File: src/rtl/rng_pkg.sv
// Shared definitions for the random-word pool: word/address sizes common to
// the RNG writer (RAM port A) and the pool reader (RAM port B), plus the
// reader state encoding.
package rng_pkg;

    localparam int RNG_WORD_W     = 32;
    localparam int RNG_ADDR_W     = 9;
    localparam int RNG_POOL_WORDS = 512;

    localparam logic [3:0] WB_WE_READ = 4'b0000;

    typedef enum logic [1:0] {
        IDLE     = 2'd0,
        REQ      = 2'd1,
        WAIT_ACK = 2'd2,
        REFILL   = 2'd3
    } rd_state_e;

endpackage

File: src/rtl/rng_rd_fifo.sv
// Small synchronous FIFO that buffers pool words between the Wishbone read
// side and the output stream. Head word is shown combinationally and reads
// as zero while the FIFO is empty.
module rng_rd_fifo
    import rng_pkg::*;
#(
    parameter int DEPTH  = 4,
    parameter int DATA_W = RNG_WORD_W
) (
    input  logic                       clk_i,
    input  logic                       rst_i,
    input  logic                       push,
    input  logic [DATA_W-1:0]          push_data,
    input  logic                       pop,
    output logic [DATA_W-1:0]          head_data,
    output logic [$clog2(DEPTH):0]     count,
    output logic                       full,
    output logic                       empty
);

    localparam int PTR_W = $clog2(DEPTH);
    localparam logic [PTR_W:0] COUNT_FULL = (PTR_W + 1)'(DEPTH);

    logic [DATA_W-1:0] mem [DEPTH];
    logic [PTR_W-1:0]  wr_ptr;
    logic [PTR_W-1:0]  rd_ptr;
    logic              do_push;
    logic              do_pop;

    assign full      = (count == COUNT_FULL);
    assign empty     = (count == '0);
    assign do_push   = push && !full;
    assign do_pop    = pop && !empty;
    assign head_data = empty ? '0 : mem[rd_ptr];

    // Storage array: data only, never reset
    always_ff @(posedge clk_i) begin
        if (do_push) begin
            mem[wr_ptr] <= push_data;
        end
    end

    // Pointers and occupancy; pointers wrap naturally since DEPTH is a power of two
    always_ff @(posedge clk_i or posedge rst_i) begin
        if (rst_i) begin
            wr_ptr <= '0;
            rd_ptr <= '0;
            count  <= '0;
        end else begin
            if (do_push) begin
                wr_ptr <= wr_ptr + 1'b1;
            end
            if (do_pop) begin
                rd_ptr <= rd_ptr + 1'b1;
            end
            case ({do_push, do_pop})
                2'b10:   count <= count + 1'b1;
                2'b01:   count <= count - 1'b1;
                default: count <= count;
            endcase
        end
    end

endmodule

File: src/rtl/rng_pool_reader.sv
// Wishbone read initiator on RAM port B: walks the random-word pool with
// wrap-around, one read in flight at a time, and presents the words as a
// valid/ready stream through a small FIFO.
// Build option: define RNG_REFILL_EN to request an RNG rewrite of every
// address after it has been read, so no pool word is delivered twice.
module rng_pool_reader
    import rng_pkg::*;
#(
    parameter int ADDR_W     = RNG_ADDR_W,
    parameter int POOL_WORDS = RNG_POOL_WORDS,
    parameter int FIFO_DEPTH = 4
) (
    input  logic                  clk_i,
    input  logic                  rst_i,
    input  logic                  enable_i,
    output logic                  m_wb_cyc_o,
    output logic                  m_wb_stb_o,
    output logic [3:0]            m_wb_we_o,
    output logic [ADDR_W-1:0]     m_wb_addr_o,
    output logic [31:0]           m_wb_data_o,
    input  logic                  m_wb_ack_i,
    input  logic                  m_wb_stall_i,
    input  logic [31:0]           m_wb_data_i,
    output logic                  rnd_valid_o,
    input  logic                  rnd_ready_i,
    output logic [31:0]           rnd_data_o,
    output logic                  refill_req_o,
    output logic [ADDR_W-1:0]     refill_addr_o,
    input  logic                  refill_ack_i,
    output logic [15:0]           words_out_o
);

    localparam int CNT_W = $clog2(FIFO_DEPTH) + 1;
    localparam logic [CNT_W-1:0]  FIFO_SLOTS = CNT_W'(FIFO_DEPTH);
    localparam logic [ADDR_W-1:0] LAST_PTR   = ADDR_W'(POOL_WORDS - 1);

    rd_state_e             state;
    logic [ADDR_W-1:0]     rd_ptr;
    logic [ADDR_W-1:0]     next_ptr;
    logic                  cyc_q;
    logic                  stb_q;
    logic [ADDR_W-1:0]     addr_q;
    logic                  push;
    logic                  pop;
    logic [CNT_W-1:0]      fifo_count;
    logic                  fifo_empty;
    logic                  unused_fifo_full;
    logic [15:0]           words_q;

    assign m_wb_cyc_o  = cyc_q;
    assign m_wb_stb_o  = stb_q;
    assign m_wb_addr_o = addr_q;
    assign m_wb_we_o   = WB_WE_READ;
    assign m_wb_data_o = '0;
    assign words_out_o = words_q;

    assign next_ptr = (rd_ptr == LAST_PTR) ? '0 : rd_ptr + 1'b1;

    // A read completes on ack either while the strobe is being accepted or afterwards
    assign push = m_wb_ack_i &&
                  (((state == REQ) && !m_wb_stall_i) || (state == WAIT_ACK));

    assign rnd_valid_o = !fifo_empty;
    assign pop         = rnd_valid_o && rnd_ready_i;

    rng_rd_fifo #(
        .DEPTH  (FIFO_DEPTH),
        .DATA_W (RNG_WORD_W)
    ) u_fifo (
        .clk_i     (clk_i),
        .rst_i     (rst_i),
        .push      (push),
        .push_data (m_wb_data_i),
        .pop       (pop),
        .head_data (rnd_data_o),
        .count     (fifo_count),
        .full      (unused_fifo_full),
        .empty     (fifo_empty)
    );

`ifdef RNG_REFILL_EN
    logic              refill_req_q;
    logic [ADDR_W-1:0] last_addr;

    assign refill_req_o  = refill_req_q;
    assign refill_addr_o = last_addr;
`else
    logic unused_refill_ack;

    assign unused_refill_ack = refill_ack_i;
    assign refill_req_o      = 1'b0;
    assign refill_addr_o     = '0;
`endif

    // Read sequencer: one read in flight, a FIFO slot reserved before each strobe
    always_ff @(posedge clk_i or posedge rst_i) begin
        if (rst_i) begin
            state  <= IDLE;
            rd_ptr <= '0;
            cyc_q  <= 1'b0;
            stb_q  <= 1'b0;
            addr_q <= '0;
`ifdef RNG_REFILL_EN
            refill_req_q <= 1'b0;
            last_addr    <= '0;
`endif
        end else begin
`ifdef RNG_REFILL_EN
            refill_req_q <= 1'b0;
`endif
            case (state)
                IDLE: begin
                    if (enable_i && (fifo_count < FIFO_SLOTS)) begin
                        state  <= REQ;
                        cyc_q  <= 1'b1;
                        stb_q  <= 1'b1;
                        addr_q <= rd_ptr;
                    end
                end
                REQ: begin
                    if (!m_wb_stall_i) begin
                        stb_q <= 1'b0;
                        state <= WAIT_ACK;
                    end
                end
                WAIT_ACK: begin
                    state <= WAIT_ACK;
                end
`ifdef RNG_REFILL_EN
                REFILL: begin
                    if (refill_ack_i) begin
                        state <= IDLE;
                    end
                end
`endif
                default: begin
                    state <= IDLE;
                end
            endcase

            // Completion overrides the per-state updates above
            if (push) begin
                cyc_q  <= 1'b0;
                stb_q  <= 1'b0;
                rd_ptr <= next_ptr;
`ifdef RNG_REFILL_EN
                state        <= REFILL;
                refill_req_q <= 1'b1;
                last_addr    <= rd_ptr;
`else
                state <= IDLE;
`endif
            end
        end
    end

    // Stream handshake counter, wraps naturally
    always_ff @(posedge clk_i or posedge rst_i) begin
        if (rst_i) begin
            words_q <= '0;
        end else if (pop) begin
            words_q <= words_q + 16'd1;
        end
    end

endmodule

File: config.mk
export PLATFORM = sky130hd
export DESIGN_NAME = rng_pool_reader
export DESIGN_NICKNAME = d
export VERILOG_FILES = /design/src/rtl/rng_pkg.sv /design/src/rtl/rng_rd_fifo.sv /design/src/rtl/rng_pool_reader.sv
export SDC_FILE = /design/constraint.sdc
export NUM_CORES = 1
export LEC_CHECK = 0
export BUFFER_PORTS_ARGS = -buffer_cell sky130_fd_sc_hd__buf_2
export CAP_MARGIN = 5
export CORE_MARGIN = 10
export CORE_UTILIZATION = 59
export DETAILED_ROUTE_END_ITERATION = 10
export PLACE_DENSITY = 0.85
export RECOVER_POWER = 100
export SYNTH_ARGS = -nofsm -noshare
export SYNTH_HDL_FRONTEND = slang
export SYNTH_SLANG_ARGS = --single-unit
File: constraint.sdc
create_clock -name clk_i -period 4.4 [get_ports clk_i]
set_input_delay 0.88 -clock clk_i [delete_from_list [all_inputs] [get_ports clk_i]]
set_output_delay 0.88 -clock clk_i [all_outputs]
set_load 0.01 [all_outputs]
* Yosys cells after proc, flatten, opt, wreduce, memory -nomap -nowiden
Memory sizes are Yosys's and may differ from the RTL's. Cells that the tools add are included.
Word-level totals: input bits 39, bits in writable memories 128, output and inout port bits 106, register bits 45, memories kept 1
Operators by class: add/sub/neg operators 6, eq/ne operators 8, magnitude comparators 1, multiplexer cells 15, reductions and logical operators 20
Memory list:
- u_fifo.mem | depth 4, width 32, rd ports 1, clocked after Yosys merged registers in 0, write ports 1, RTL line rng_rd_fifo.sv:24 | logic [DATA_W-1:0] mem [DEPTH];
Operators by type and width (number):
- $mux W32 | 1
- $add A16 B1 Y16 const B | 1
- $add A9 B1 Y9 const B | 1
- $eq A9 B9 Y1 const B | 1
- $mux W9 | 1
- $mux W1 | 7
- $logic_and A1 B1 Y1 | 6
- $mux W2 | 3
- $ne A3 B2 Y1 const B | 2
- $pmux W2 S3 | 1
- $pmux W3 S2 | 1
- $reduce_and A2 Y1 | 3
- $reduce_bool A2 Y1 | 3
- $add A2 B1 Y2 const B | 2
- $eq A2 B1 Y1 const B | 2
- $eq A2 B2 Y1 const B | 2
- $add A3 B1 Y3 const B | 1
- $eq A3 B3 Y1 const B | 1
- $logic_not A1 Y1 | 3
- $logic_not A3 Y1 | 1
- $lt A3 B3 Y1 const B | 1
- $reduce_and A3 Y1 | 1
- $reduce_bool A3 Y1 | 1
- $sub A3 B1 Y3 const B | 1
- 3 further kinds | 3

* Depth between registers and ports, before layout
word-level depth 7, mapped depth 12, depth with buffers taken out 12

* Modules after synthesis
From an unflattened synthesis, not the netlist that was laid out.
Second synthesis, totals: cells, all modules 444, area, all modules 7407.1 um^2
Modules (own cells, without submodules):
- rng_rd_fifo | sequential area each 4018.9 um^2, area each 5295.1 um^2, times used 1, cells an instance 242
- rng_pool_reader | sequential area each 950.9 um^2, area each 2112.0 um^2, times used 1, cells an instance 202

* Least setup slack after synthesis
Ideal clock, no wire load.
kind input to register, start point in m_wb_stall_i, end point mem u_fifo.mem[0][0] (netlist bit) (enable), buffers on the path 0, arrival time 2420 ps, stages 4, required time 4008 ps, path slack 1588 ps, path through and2b_2 -> o21ai_2 -> a31oi_1 -> and2_1
Between the ends: cells in the longest elaborated chain, start to end 7
RTL lines:
- start: declaration | RTL line rng_pool_reader.sv:22 | input logic m_wb_stall_i,
- $logic_not A1 Y1
- $logic_and A1 B1 Y1 | RTL line rng_pool_reader.sv:61 | (((state == REQ) && !m_wb_stall_i) || (state == WAIT_ACK));
- $logic_or A1 B1 Y1 | RTL line rng_pool_reader.sv:61
- $logic_and A1 B1 Y1 | RTL line rng_pool_reader.sv:60 | assign push = m_wb_ack_i &&
- $logic_and A1 B1 Y1 | RTL line rng_rd_fifo.sv:32 | assign do_push = push && !full;
- $mux W1 | RTL line rng_rd_fifo.sv:38 | if (do_push) begin
- $mux W1 (not written as such) | RTL line rng_rd_fifo.sv:39 | mem[wr_ptr] <= push_data;
- end: declaration | RTL line rng_rd_fifo.sv:24
No other way between the ends.

* Final worst setup path
start point reg state[1], end point mem u_fifo.mem[2][29] (netlist bit) (enable)
Between the ends: cells in the longest elaborated chain, start to end 7
RTL lines:
- start: declaration | RTL line rng_pool_reader.sv:37 | rd_state_e state;
- start signal: assignment | RTL line rng_pool_reader.sv:98 | state <= IDLE;
- start signal: assignment | RTL line rng_pool_reader.sv:114 | state <= REQ;
- start signal: assignment | RTL line rng_pool_reader.sv:123 | state <= WAIT_ACK;
- $eq A2 B1 Y1 | RTL line rng_pool_reader.sv:61
- $logic_and A1 B1 Y1 | RTL line rng_pool_reader.sv:61
- $logic_or A1 B1 Y1 (*) | RTL line rng_pool_reader.sv:61
- $logic_and A1 B1 Y1 (*) | RTL line rng_pool_reader.sv:60
- $logic_and A1 B1 Y1 (*) | RTL line rng_rd_fifo.sv:32
- $mux W1 (*) | RTL line rng_rd_fifo.sv:38
- $mux W1 (not written as such) (*) | RTL line rng_rd_fifo.sv:39
Every way passes the cells marked *; elsewhere a longest branch is shown, timed or not.

==> results by group <==
Worst setup path
  • Critical path startpoint category: flip-flop
  • Crit. End Element: flip-flop
  • WP data required: 4.42 ns
  • Crit-path max FO: 32
  • Reg2reg setup slack: 0.93 ns
  • CP Data Arrival Time: 3.49 ns
  • Crit Path Class: reg -> reg

Pwr
  • Pwr Density: 646 nW/um^2
  • Total leakage power: 0.00312 uW
  • VDD IR max: 497 uV
  • Total Power: 5390 uW

Global route
  • Largest net degree at the start of global routing: 46
  • Antenna violations before repair: 0
  • Vias in the first global route: 4319
  • Total global routing track utilization: 0.171
  • Gr ovfl total: 0
  • First-pass GRT wire length: 23.3 mm

Outcome
  • Failing checks: max-capacitance violations, max-slew violations
  • Run status: finished, violations left

Min path
  • Hold crit path type: reg -> reg

STA
  • Final period utilization: 0.790
  • FMAX: 288 MHz
  • Crit path time final: 3.47 ns
  • Final setup violation count: 0
  • RSZ-0062 raised after global routing: no
  • Slew headroom: -0.578
  • Worst slew pin tran: 2.37 ns
  • Worst clock skew: 0.00766 ns
  • Fin. max-slew vios: 178
  • Hold Vio Cnt, Final: 0
  • Sum of negative setup slack: 0 ns

Floorplan
  • Die extent in x: 132 um
  • I/O pin count: 145
  • CORE AREA: 12100 um^2
  • Core Rows: 40
  • Die height: 132 um
  • Die footprint: 17300 um^2
  • Initial Util: 0.607

Clock network
  • Cts repair resizes: 0
  • Clock slew at reported path FFs: 0.06 ns
  • Max Root-Sink Buffers: 2
  • TritonCTS clock tree: yes
  • CTS Buf Count: 17
  • Hold_buf cts: 0
  • # H-tree levels: 4
  • Clk_lat worst skew: 0.42 ns
  • Clock Sinks: 173
  • Clk root buf: clkbuf_16
  • Postcts setup bufs: 0

Placed design
  • RePlAce Congestion: 0.792
  • # port buffers: 97
  • Post-DP HPWL: 9.34 mm

Synthesis
  • Synth area leaders: edfxtp_1 52%, dfrtp_1 15%, mux4_2 9.8%
  • Synth Instances: 442
  • Post-synth top area share: 0.523
  • Post-synth EDFFs: 128
  • Distinct cells, synth: 44
  • #FFs+latches synth: 173
  • Cell taking the most area after synthesis: edfxtp_1
  • Mean Syn Cell Area: 16.6 um^2
  • Share of the yosys chip area belonging to registers: 0.676
  • Ys async rst share: 0.260
  • Main flop type after synthesis: edfxtp_1
  • Mapped cell area: 7360 um^2
  • Warning count from the yosys run: 0

Layout
  • Area Growth Syn to Fin: 13.5%
  • Layout cell share with drive strength beyond 1: 0.188
  • Layout Nets: 597
  • Ant diodes: 0
  • FILL cells: 819

Detailed routing
  • Max Used Layer: met4
  • Antenna Nets Post-Route: 0
  • WL final: 14.5 mm
  • Via density: 5.38
  • First drt pass iteration count: 5
  • Metal-1 WL: 5.62 mm
  • DR WL met3: 938 um
  • DR WL met2: 7.71 mm
  • DRT iter0 DRCs: 206
  • # DRC: 0
  • Per-cell routed wire length: 20.0 um
  • Detailed-route via count: 3908

Run
  • Max-cap violation count: 5
[per-layer routing]
layer / up-vias / GRT usage
li1: 1763 / -
met1: 2003 / 0.188
met4: 0 / 0.0754
met3: 22 / 0.0595
met2: 120 / 0.295
met5: - / 0
[worst max-delay path, cell delays in order (launching register included)]
cell     delay, ns
dfrtp_1       0.41
inv_1         0.11
ha_1          0.19
and2b_1       0.19
o21ai_2       0.22
a31oi_1       0.53
and2_1        1.36
[power by group]
group / total [uW] / switching (uW) / internal, uW
Combinational: 1600 / 871 / 726
Sequential: 2230 / 203 / 2030
Clock: 1560 / 613 / 948
[stage by stage]
| stage | area [um^2] | utilization | hold WS (ns) | std cells | setup WS, ns |
|---|---|---|---|---|---|
| floorplan | 7520 | - | 0.466 | 487 | 1.59 |
| global placement | 7840 | 0.647 | 0.455 | 695 | 1.29 |
| detailed placement | 7840 | 0.647 | 0.465 | 695 | 1.18 |
| CTS | 8460 | 0.698 | 0.473 | 727 | 1.13 |
| global route | 8350 | 0.689 | 0.487 | 727 | 0.626 |
| finish | 8350 | 0.689 | 0.469 | 727 | 0.925 |
[sequential cells by signal, indices dropped and copies added (netlist names)]
name and count:
u_fifo.mem 128, words_out_o 16, m_wb_addr_o 9, rd_ptr 9, u_fifo.count 3, state 2, u_fifo.rd_ptr 2, u_fifo.wr_ptr 2
m_wb_cyc_o 1, m_wb_stb_o 1
[final cells by class]
| class | instances | area (um^2) | share of cell area |
|---|---|---|---|
| Tap cell | 168 | 210 | 0.0252 |
| Clock buffer | 17 | 425 | 0.0510 |
| Inverter | 13 | 48.8 | 0.00585 |
| Timing Repair Buffer | 101 | 425 | 0.0510 |
| Sequential cell | 173 | 4970 | 0.595 |
| Clock inverter | 15 | 194 | 0.0232 |
| Multi-Input combinational cell | 240 | 2070 | 0.248 |
[cells by family (layout without fill, tap and decap cells)]
kind of cell,after synthesis,count (layout),synth area share
DFF,173,173,0.676
and+or+nand+nor,92,92,0.0728
buffers and inverters,74,146,0.0636
muxes,45,45,0.117
AOI/OAI and AO/OA,24,24,0.0236
xor gates and xnor gates,21,21,0.0250
adders and majority gates,12,12,0.0214
other,1,46,0.000510
[layout by cell type (no fill, tap or decap), types with 2 or more instances in the layout]
| cell type | instances |
|---|---|
| conb_1 | 46 |
| a21o_1 | 2 |
| inv_1 | 13 |
| and2_1 | 13 |
| edfxtp_1 | 128 |
| and2_0 | 23 |
| ha_1 | 11 |
| nand2_1 | 15 |
| o21ai_0 | 6 |
| clkinv_2 | 2 |
| a21oi_1 | 3 |
| nand2b_1 | 2 |
| nand4_1 | 5 |
| mux2_2 | 10 |
| clkbuf_1 | 70 |
| a31oi_1 | 2 |
| bufinv_16 | 4 |
| xor2_1 | 9 |
| mux4_2 | 32 |
| xnor2_1 | 12 |
| buf_4 | 3 |
| nand3_1 | 8 |
| clkinv_4 | 2 |
| mux2i_1 | 3 |
| buf_2 | 28 |
| nor3_1 | 4 |
| clkinvlp_4 | 2 |
| nor2_1 | 9 |
| and3_1 | 2 |
| nor4b_1 | 3 |
| nor4_1 | 2 |
| dfrtp_1 | 44 |
| clkbuf_16 | 17 |
| clkinv_1 | 3 |
| o41ai_1 | 3 |
[cells in the mapped netlist, types with 8 or more instances]
cell type and number:
and2_1 36, buf_4 49, dfrtp_1 45, edfxtp_1 128, ha_1 11, inv_1 13, mux2_2 10, mux4_2 32
nand2_1 15, nand3_1 8, nor2_1 9, xnor2_1 12, xor2_1 9
[path summary, 6_finish.rpt]
kind / start / depth (start not counted) / to
min: words_out_o[15]$_DFFE_PP0P_ / 1 / words_out_o[15]$_DFFE_PP0P_
min in group asynchronous: rst_i / 3 / words_out_o[11]$_DFFE_PP0P_
min reg2reg: words_out_o[15]$_DFFE_PP0P_ / 1 / words_out_o[15]$_DFFE_PP0P_
max in group asynchronous: rst_i / 3 / u_fifo.rd_ptr[0]$_DFFE_PP0P_
max: state[1]$_DFFE_PP0P_ / 6 / u_fifo.mem[2][29]$_DFFE_PP_
max reg2reg: state[1]$_DFFE_PP0P_ / 6 / u_fifo.mem[2][29]$_DFFE_PP_
(Power assumes the default switching activity.)
